`src/rtl/dp_accumulator_pkg.sv`:
```
// Shared types and constants for the dot-product accumulator slice.
package mannix_dp_pkg;

    localparam int unsigned PROD_W_DEF = 17;
    localparam int unsigned ACC_W_DEF  = 32;

    localparam logic signed [ACC_W_DEF-1:0] ACC_MAX = {1'b0, {(ACC_W_DEF-1){1'b1}}};
    localparam logic signed [ACC_W_DEF-1:0] ACC_MIN = {1'b1, {(ACC_W_DEF-1){1'b0}}};

    typedef enum logic [1:0] {
        IDLE = 2'd0,
        ACC  = 2'd1,
        OUT  = 2'd2
    } dp_acc_state_t;

endpackage

```
`src/rtl/dp_accumulator_if.sv`:
```
// Control, product-beat and result handshake bundle of the dot-product accumulator.
interface dp_accumulator_if
    import mannix_dp_pkg::*;
#(
    parameter int unsigned N_LANES = 4,
    parameter int unsigned PROD_W  = PROD_W_DEF,
    parameter int unsigned ACC_W   = ACC_W_DEF,
    parameter int unsigned LEN_W   = 16
);

    logic                       start;
    logic [LEN_W-1:0]           cfg_beats;
    logic                       in_valid;
    logic                       in_ready;
    logic [N_LANES*PROD_W-1:0]  in_prod;
    logic                       out_valid;
    logic                       out_ready;
    logic signed [ACC_W-1:0]    out_data;
    logic                       out_sat;
    logic                       busy;

    modport master (
        output start, cfg_beats, in_valid, in_prod, out_ready,
        input  in_ready, out_valid, out_data, out_sat, busy
    );

    modport slave (
        input  start, cfg_beats, in_valid, in_prod, out_ready,
        output in_ready, out_valid, out_data, out_sat, busy
    );

endinterface

```
`src/rtl/dp_accumulator_lane_adder_tree.sv`:
```
// Balanced binary adder tree reducing N_LANES signed products to one signed lane sum.
module lane_adder_tree #(
    parameter int unsigned N_LANES = 4,
    parameter int unsigned PROD_W  = 17,
    parameter int unsigned LVL     = $clog2(N_LANES),
    parameter int unsigned SUM_W   = PROD_W + LVL
) (
    input  logic [N_LANES*PROD_W-1:0] prod,
    output logic signed [SUM_W-1:0]   sum
);

    // Level 0 holds the sign-extended leaves; each further level halves the node count.
    for (genvar l = 0; l <= LVL; l++) begin : g_lvl
        logic signed [SUM_W-1:0] v [N_LANES >> l];
        for (genvar j = 0; j < (N_LANES >> l); j++) begin : g_node
            if (l == 0) begin : g_leaf
                assign v[j] = SUM_W'(signed'(prod[j*PROD_W +: PROD_W]));
            end else begin : g_add
                assign v[j] = g_lvl[l-1].v[2*j] + g_lvl[l-1].v[2*j+1];
            end
        end
    end

    assign sum = g_lvl[LVL].v[0];

endmodule

```
`src/rtl/dp_accumulator.sv`:
```
// Accumulates adder-tree lane sums over a configured beat count and emits one saturated result.
module dp_accumulator
    import mannix_dp_pkg::*;
#(
    parameter int unsigned N_LANES = 4,
    parameter int unsigned PROD_W  = PROD_W_DEF,
    parameter int unsigned ACC_W   = ACC_W_DEF,
    parameter int unsigned LEN_W   = 16
) (
    input  logic           clk,
    input  logic           rst,
    dp_accumulator_if.slave bus
);

    localparam int unsigned LVL   = $clog2(N_LANES);
    localparam int unsigned SUM_W = PROD_W + LVL;

    localparam logic signed [ACC_W:0] SAT_MAX = {2'b00, {(ACC_W-1){1'b1}}};
    localparam logic signed [ACC_W:0] SAT_MIN = {2'b11, {(ACC_W-1){1'b0}}};

    dp_acc_state_t           state, state_n;
    logic [LEN_W-1:0]        beats, beats_n;
    logic [LEN_W-1:0]        cnt, cnt_n;
    logic signed [ACC_W-1:0] acc, acc_n;
    logic                    sat, sat_n;
    logic signed [ACC_W-1:0] odata_n;
    logic                    osat_n;

    logic signed [SUM_W-1:0] lane_sum;
    logic signed [ACC_W:0]   raw_sum;
    logic signed [ACC_W-1:0] sum_clamped;
    logic                    sum_ovf;
    logic                    fire;
    logic                    last_beat;

    lane_adder_tree #(
        .N_LANES (N_LANES),
        .PROD_W  (PROD_W),
        .LVL     (LVL),
        .SUM_W   (SUM_W)
    ) u_tree (
        .prod (bus.in_prod),
        .sum  (lane_sum)
    );

    // One guard bit above ACC_W is enough: a lane sum is far smaller than the accumulator range.
    always_comb begin
        raw_sum     = (ACC_W+1)'(acc) + (ACC_W+1)'(lane_sum);
        sum_ovf     = 1'b0;
        sum_clamped = ACC_W'(raw_sum);
        if (raw_sum > SAT_MAX) begin
            sum_clamped = ACC_W'(SAT_MAX);
            sum_ovf     = 1'b1;
        end else if (raw_sum < SAT_MIN) begin
            sum_clamped = ACC_W'(SAT_MIN);
            sum_ovf     = 1'b1;
        end
    end

    assign fire      = (state == ACC) && bus.in_ready && bus.in_valid;
    assign last_beat = (cnt == beats - LEN_W'(1));

    // Next-state and next-datapath decode.
    always_comb begin
        state_n = state;
        beats_n = beats;
        cnt_n   = cnt;
        acc_n   = acc;
        sat_n   = sat;
        odata_n = bus.out_data;
        osat_n  = bus.out_sat;
        unique case (state)
            IDLE: begin
                if (bus.start) begin
                    beats_n = bus.cfg_beats;
                    cnt_n   = '0;
                    acc_n   = '0;
                    sat_n   = 1'b0;
                    if (bus.cfg_beats == '0) begin
                        state_n = OUT;
                        odata_n = '0;
                        osat_n  = 1'b0;
                    end else begin
                        state_n = ACC;
                    end
                end
            end
            ACC: begin
                if (fire) begin
                    acc_n = sum_clamped;
                    sat_n = sat | sum_ovf;
                    cnt_n = cnt + LEN_W'(1);
                    if (last_beat) begin
                        state_n = OUT;
                        odata_n = sum_clamped;
                        osat_n  = sat | sum_ovf;
                    end
                end
            end
            OUT: begin
                if (bus.out_ready) begin
                    state_n = IDLE;
                end
            end
            default: state_n = IDLE;
        endcase
    end

    // Handshake flags are decoded from the next state so they are plain flops.
    always_ff @(posedge clk) begin
        if (rst) begin
            state         <= IDLE;
            beats         <= '0;
            cnt           <= '0;
            acc           <= '0;
            sat           <= 1'b0;
            bus.in_ready  <= 1'b0;
            bus.out_valid <= 1'b0;
            bus.out_data  <= '0;
            bus.out_sat   <= 1'b0;
            bus.busy      <= 1'b0;
        end else begin
            state         <= state_n;
            beats         <= beats_n;
            cnt           <= cnt_n;
            acc           <= acc_n;
            sat           <= sat_n;
            bus.in_ready  <= (state_n == ACC);
            bus.out_valid <= (state_n == OUT);
            bus.out_data  <= odata_n;
            bus.out_sat   <= osat_n;
            bus.busy      <= (state_n != IDLE);
        end
    end

endmodule

```
`src/flat_wrapper.sv`:
```
// flat-port wrapper written by rule: the top's interface ports become plain ports
module dp_accumulator_flat import mannix_dp_pkg::*;
#(
    parameter int unsigned N_LANES = 4,
    parameter int unsigned PROD_W  = PROD_W_DEF,
    parameter int unsigned ACC_W   = ACC_W_DEF,
    parameter int unsigned LEN_W   = 16
)
  (clk, rst, bus_start, bus_cfg_beats, bus_in_valid, bus_in_prod, bus_out_ready, bus_in_ready, bus_out_valid, bus_out_data, bus_out_sat, bus_busy);
  dp_accumulator_if #(.N_LANES(N_LANES), .PROD_W(PROD_W), .ACC_W(ACC_W), .LEN_W(LEN_W)) bus_i ();
  input  logic clk;
  input  logic rst;
  input wire logic [$bits(bus_i.start)-1:0] bus_start;
  input wire logic [$bits(bus_i.cfg_beats)-1:0] bus_cfg_beats;
  input wire logic [$bits(bus_i.in_valid)-1:0] bus_in_valid;
  input wire logic [$bits(bus_i.in_prod)-1:0] bus_in_prod;
  input wire logic [$bits(bus_i.out_ready)-1:0] bus_out_ready;
  output wire logic [$bits(bus_i.in_ready)-1:0] bus_in_ready;
  output wire logic [$bits(bus_i.out_valid)-1:0] bus_out_valid;
  output wire logic [$bits(bus_i.out_data)-1:0] bus_out_data;
  output wire logic [$bits(bus_i.out_sat)-1:0] bus_out_sat;
  output wire logic [$bits(bus_i.busy)-1:0] bus_busy;
  assign bus_i.start = bus_start;
  assign bus_i.cfg_beats = bus_cfg_beats;
  assign bus_i.in_valid = bus_in_valid;
  assign bus_i.in_prod = bus_in_prod;
  assign bus_i.out_ready = bus_out_ready;
  assign bus_in_ready = bus_i.in_ready;
  assign bus_out_valid = bus_i.out_valid;
  assign bus_out_data = bus_i.out_data;
  assign bus_out_sat = bus_i.out_sat;
  assign bus_busy = bus_i.busy;
  dp_accumulator #(.N_LANES(N_LANES), .PROD_W(PROD_W), .ACC_W(ACC_W), .LEN_W(LEN_W)) u_core (.clk(clk), .rst(rst), .bus(bus_i));
endmodule
```
`config.mk`:
```
export PLATFORM = sky130hd
export DESIGN_NAME = dp_accumulator_flat
export DESIGN_NICKNAME = d
export VERILOG_FILES = /design/src/rtl/dp_accumulator_pkg.sv /design/src/rtl/dp_accumulator_if.sv /design/src/rtl/dp_accumulator_lane_adder_tree.sv /design/src/rtl/dp_accumulator.sv /design/src/flat_wrapper.sv
export SDC_FILE = /design/constraint.sdc
export NUM_CORES = 1
export LEC_CHECK = 0
export CORE_MARGIN = 8
export CORE_UTILIZATION = 50
export CTS_CLUSTER_DIAMETER = 80
export DETAILED_ROUTE_END_ITERATION = 8
export GPL_TIMING_DRIVEN = 1
export PLACE_DENSITY = 0.76
export SKIP_LAST_GASP = 1
export SLEW_MARGIN = 15
export SYNTH_ARGS = -nofsm -noshare
export SYNTH_HDL_FRONTEND = slang
export SYNTH_HIERARCHICAL = 1
export SYNTH_SLANG_ARGS = --single-unit
export TNS_END_PERCENT = 1
```
`constraint.sdc`:
```
create_clock -name clk -period 6.57 [get_ports clk]
set_input_delay 0.657 -clock clk [delete_from_list [all_inputs] [get_ports clk]]
set_output_delay 0.657 -clock clk [all_outputs]
set_load 0.05 [all_outputs]
```
Yosys cells after proc, flatten, opt, wreduce, memory -nomap -nowiden:

Index checks and enable logic that the tools add are counted.

* output and inout bits: 36
* flip-flop bits (word level): 103

* multiplexer cells: 29
* bitwise gates (word level): 1
* order comparisons: 2
* add/subtract/negate cells: 6
* equality and inequality tests: 9
* reductions and logical operators: 9

Operators with widths (count)
* 32-bit 2-to-1 mux: 8
* 32-bit case mux with 2 select lines: 2
* 17-bit by 17-bit adder with 18-bit output: 2
* 32-bit by 19-bit adder with 33-bit output: 1
* 33-bit by 32-bit > comparator with 1-bit output (second input constant): 1
* 33-bit by 32-bit less-than comparator with 1-bit output (second input constant): 1
* 16-bit 2-to-1 mux: 2
* 16-bit case mux with 2 select lines: 1
* 18-bit by 18-bit adder with 19-bit output: 1
* 16-bit by 1-bit adder with 16-bit output (second input constant): 1
* 16-bit == test: 1
* 16-bit logical NOT: 1
* 16-bit by 1-bit subtractor with 16-bit output (second input constant): 1
* 2-bit 2-to-1 mux: 5
* 1-bit 2-to-1 mux: 8
* 2-bit by 1-bit != test with 1-bit output (second input constant): 3
* 2-bit case mux with 3 select lines: 1
* 5-bit AND reduction: 1
* 2-bit by 1-bit == test with 1-bit output (second input constant): 2
* 2-bit == test (second input constant): 2
* 1-bit case mux with 2 select lines: 2
* 2-bit nonzero test: 2
* 3-bit AND reduction: 1
* 1-bit logical AND: 2
* 4 further kinds: 4

Depth between registers and ports, before layout:

Gate-level depths: netlist (run 1).

* word-level depth: 10
* mapped depth: 24
* depth with buffers taken out: 20

Modules after synthesis:

Netlist (run 1), hierarchy kept.

Modules (own cells, without submodules)
* dp_accumulator: sequential area each 2062.0 sq um, instances 1, cells an instance 804, area each 6439.9 sq um
* lane_adder_tree: sequential area each 0.0 sq um, instances 1, cells an instance 239, area each 1874.3 sq um

Worst setup path after synthesis (run 1):

Ideal clock, no wire load.

* path type: input -> register
* start: input bus_in_prod[5]
* end: register u_core.acc[15]
* path buffers: 3
* cell stages on the path: 23
* data arrival time: 6.119 ns
* library setup time: 0.132 ns
* path slack: 0.319 ns
* path through: inv_1 > fa_1 > fa_1 > inv_1 > ha_1 > o211ai_1 > o211a_1 > o31a_1 > or3_1 > a21oi_1 > ha_1 > buf_6 > a21o_1 > o2bb2ai_2 > o31ai_4 > nand2_2 > a211oi_2 > a21oi_4 > a32o_2 > buf_6 > buf_8 > nor3_1 > nor3_1

* cells in the longest elaborated chain, start to end: 8
* elaborated cells on any way between the ends: 9
* classes of those cells: add/sub: 3; order compare: 2; mux: 4

Ends and longest elaborated chain
* start, declared: RTL line flat_wrapper.sv:16 `input wire logic [$bits(bus_i.in_prod)-1:0] bus_in_prod;`
* 17-bit by 17-bit adder with 18-bit output (*): RTL line dp_accumulator_lane_adder_tree.sv:19 `assign v[j] = g_lvl[l-1].v[2*j] + g_lvl[l-1].v[2*j+1];`
* 18-bit by 18-bit adder with 19-bit output (*): RTL line dp_accumulator_lane_adder_tree.sv:19
* via u_core.lane_sum[18]: RTL line dp_accumulator.sv:29 `logic signed [SUM_W-1:0] lane_sum;`
* 32-bit by 19-bit adder with 33-bit output (*): RTL line dp_accumulator.sv:48 `raw_sum = (ACC_W+1)'(acc) + (ACC_W+1)'(lane_sum);`
* 33-bit by 32-bit less-than comparator with 1-bit output: RTL line dp_accumulator.sv:54 `end else if (raw_sum < SAT_MIN) begin`
* 32-bit 2-to-1 mux: RTL line dp_accumulator.sv:54
* 32-bit 2-to-1 mux (*): RTL line dp_accumulator.sv:51 `if (raw_sum > SAT_MAX) begin`
* 32-bit 2-to-1 mux (*): RTL line dp_accumulator.sv:89 `if (fire) begin`
* 32-bit case mux with 2 select lines (*): RTL line dp_accumulator.sv:72 `unique case (state)`
* end signal, assigned: RTL line dp_accumulator.sv:126 `acc <= acc_n;`
* end, declared: RTL line dp_accumulator.sv:24 `logic signed [ACC_W-1:0] acc, acc_n;`

The timed path passes the listed nets; every way through them passes the cells marked *. The select of a mux whose other input is x is not followed.
A chain may end at the register's enable or synchronous reset.

Final worst setup path (run 1):

* start: input bus_in_prod[4]
* end: register u_core.acc[10]

Same word-level chain as after synthesis.

==> out/results.tsv, run 1 <==
metric	value	unit
outcome	finished, final reports clean	
max-cap-violations	0	
die_y	145	um
finClkSkew	0.0123	ns
hold_viol_final	0	
yosysTopAreaCell	dfxtp_1	
period_share	94.8	%
place_area	0.00982	sq mm
use_met1	26.0	%
dieArea	0.0210	sq mm
powerDensity	389	mW/mm^2
final_cell_mix	clkdlybuf4s50_1 (123), inv_1 (112), a21oi_1 (103), dfxtp_1 (103), nand2_1 (102)	
grt_first_pass_wirelength	37600	um
synth_edf_count	0	
ctsHoldBuffers	0	
p_sw	1.88	mW
ys_ff_latch	103	
grt_max_degree	54	
ctsResizeCount	0	
syn_avg_cell_area	7.97	sq um
area_growth	22.3	%
synthArstFlopShare	0	%
worst-endpoint-required	6.78	ns
vdd_drop_max	0.197	mV
end_kind	register	
wl	22300	um
hp-class	register to register	
slew_headroom	45.0	%
antenna_cells	0	
final_area	0.0102	sq mm
dr.pass1.iters	5	
use_met3	3.92	%
internal_power	2.08	mW
final_common_cell	clkdlybuf4s50_1	
grt-busiest-layer	met2	
syn_nets	1220	
syn_area	0.00831	sq mm
die_w	145	um
fin_nets	1344	
clk_pin_slew	0.08	ns
arrival	6.44	ns
max_clock_freq	161	MHz
gr-usage-all-layers	21.2	%
rsz0062_at_grt	no	
core	0.0164	sq mm
crit_slowest_cell	fa_1	
post-cts-setup-buffer-count	0	
seq_area_frac_synth	24.8	%
port_buffers	124	
pwr-share-clk	15.8	%
critPathTopFamily	compound AO/OA/AOI/OAI gates	
cts_made_buffers	9	
drive_gt1_share	6.83	%
cts_root_buffer	clkbuf_16	
vias	7808	
overflow	0	
wl_per_cell	16.0	um
ant_nets	0	
gp_congestion	0.922	
finalSetupViolations	0	
cp_num_buf_inv	5	
critical_path_class	primary input to register	
leakage	4.34	nW
grt_pass1_vias	7802	
ys_warn_count	6	
yosys-top-cells-area	dfxtp_1 (25%), fa_1 (8.7%), ha_1 (7.8%)	
initial_utilization	50.7	%
use_met2	37.1	%
drc	0	
slew_viol_final	0	
h-tree-depth	3	
fill_cells	1434	
clk_latency	0.36	ns
crit_path_start_kind	primary input	
tightest_slew	0.823	ns
ys.flop_type	dfxtp_1	
first_iter_violations	472	
clockBufferDepth	2	
power_frac_comb	65.9	%
ys_types	86	
cp_max_fo	14	
fin_setup_tns	0	ns
fin_crit	6.23	ns
core.rowCount	47	
cts_tree	built	
cpPeakStageDelay	0.51	ns
yosysTopAreaCellShare	24.8	%
p_seq_share	18.2	%
vias_per_cell	5.61	
antenna_found_initial	0	
dpl.hpwl	17200	um
netlist_instances	1043	
io_pins	125	
crit_chain	clkdlybuf4s50_1 -> inv_1 -> fa_1 -> fa_1 -> inv_1 -> ha_1 -> o211ai_1 -> o211a_1 -> o31a_1 -> or3_1 -> a21oi_1 -> buf_4 -> ha_1 -> and2_1 -> o2bb2ai_2 -> o31ai_4 -> nand2_2 -> a211oi_2 -> a21oi_4 -> a32o_2 -> buf_4 -> a21oi_1 -> a211oi_1	
switching_share	47.5	%
clock_sinks	103	
## flip-flops by register name (all words and copies together) (netlist names), 2 cells and up
register and flops:
u_core/cnt 16, u_core/beats 16, u_core/bus.out_data 32, u_core/state 2, u_core/acc 32
## layer usage
| metal | share of wire (%) | vias up |
|---|---|---|
| met5 | 0 | - |
| met4 | 1.9 | 0 |
| met3 | 4.7 | 31 |
| met2 | 50 | 195 |
| met1 | 44 | 3705 |
| li1 | - | 3877 |
## metrics by stage
stage | utilization (%) | hold slack [ns] | setup WS (ns) | power (mW) | cells
finish | 62.0 | 0.475 | 0.344 | 3.95 | 1392
global route | 62.0 | 0.495 | 0.0584 | 4.26 | 1392
CTS | 62.0 | 0.474 | 0.380 | 3.93 | 1392
detailed placement | 59.8 | 0.455 | 0.0238 | 3.29 | 1376
global placement | 59.8 | 0.451 | 0.0375 | 3.28 | 1376
floorplan | - | 0.436 | 0.319 | 2.70 | 1043
## cells by family after synthesis
kind of cell / count (synthesis) / synth area share, %
buf+inv: 153 / 7.87
flops: 103 / 24.8
mux: 4 / 0.497
simple gates: 322 / 18.9
compound gates: 301 / 23.8
fa+ha+maj: 88 / 16.5
xor+xnor: 72 / 7.58
## Yosys cell counts, drive strengths merged (8+ instances only)
cell / n
a31oi: 10
nor2: 94
a211oi: 28
a21o: 22
o211ai: 8
nor4: 10
clkbuf: 20
o21a: 12
inv: 112
nand2: 103
nand3: 30
a21oi: 111
xor2: 29
dfxtp: 103
fa: 36
nor3: 25
nand4: 13
ha: 52
and2: 8
xnor2: 43
buf: 21
o21ai: 61
## layout make-up
cell class	instances	area [sq um]	share of cell area (%)
multi-input combinational	787	5600	55.1
timing repair buffer	154	1460	14.4
inverter	112	420	4.14
sequential	103	2060	20.3
clock inverter	7	124	1.22
tap	220	275	2.71
clock buffer	9	225	2.22
## tightest hold or removal path, delay by kind of cell (launching register included)
family	cells	cell delay (ns)
AO/OA/AOI/OAI	1	0.05
flip-flops	1	0.32
AND/OR/NAND/NOR	1	0.06
## power by group through the flow
stage | Sequential [mW] | Combinational (mW) | Clock [mW]
floorplan | 0.766 | 1.93 | 0
global placement | 0.733 | 2.55 | 0
detailed placement | 0.732 | 2.56 | 0
CTS | 0.719 | 2.58 | 0.636
global route | 0.727 | 2.88 | 0.659
finish | 0.720 | 2.61 | 0.626
## final timing paths
path                            cells past startpoint  slack (ns)                      end       startpoint
worst max-delay path                               23        0.34           u_core/acc[10]   bus_in_prod[4]
worst min-delay path                                2        0.48           u_core/acc[31]   u_core/acc[31]
worst max register to register                     11        3.23  u_core/bus.out_data[14]  u_core/beats[0]
worst min register to register                      2        0.48           u_core/acc[31]   u_core/acc[31]
No activity file was read; power rests on OpenSTA's default activity.
==> inputs of run 2 (changes only) <==
ABC_CLOCK_PERIOD_IN_PS = 6570   (was not set)
==> results of run 2 <==
No change in the layout: final DEF, timing and power equal those of run 1.
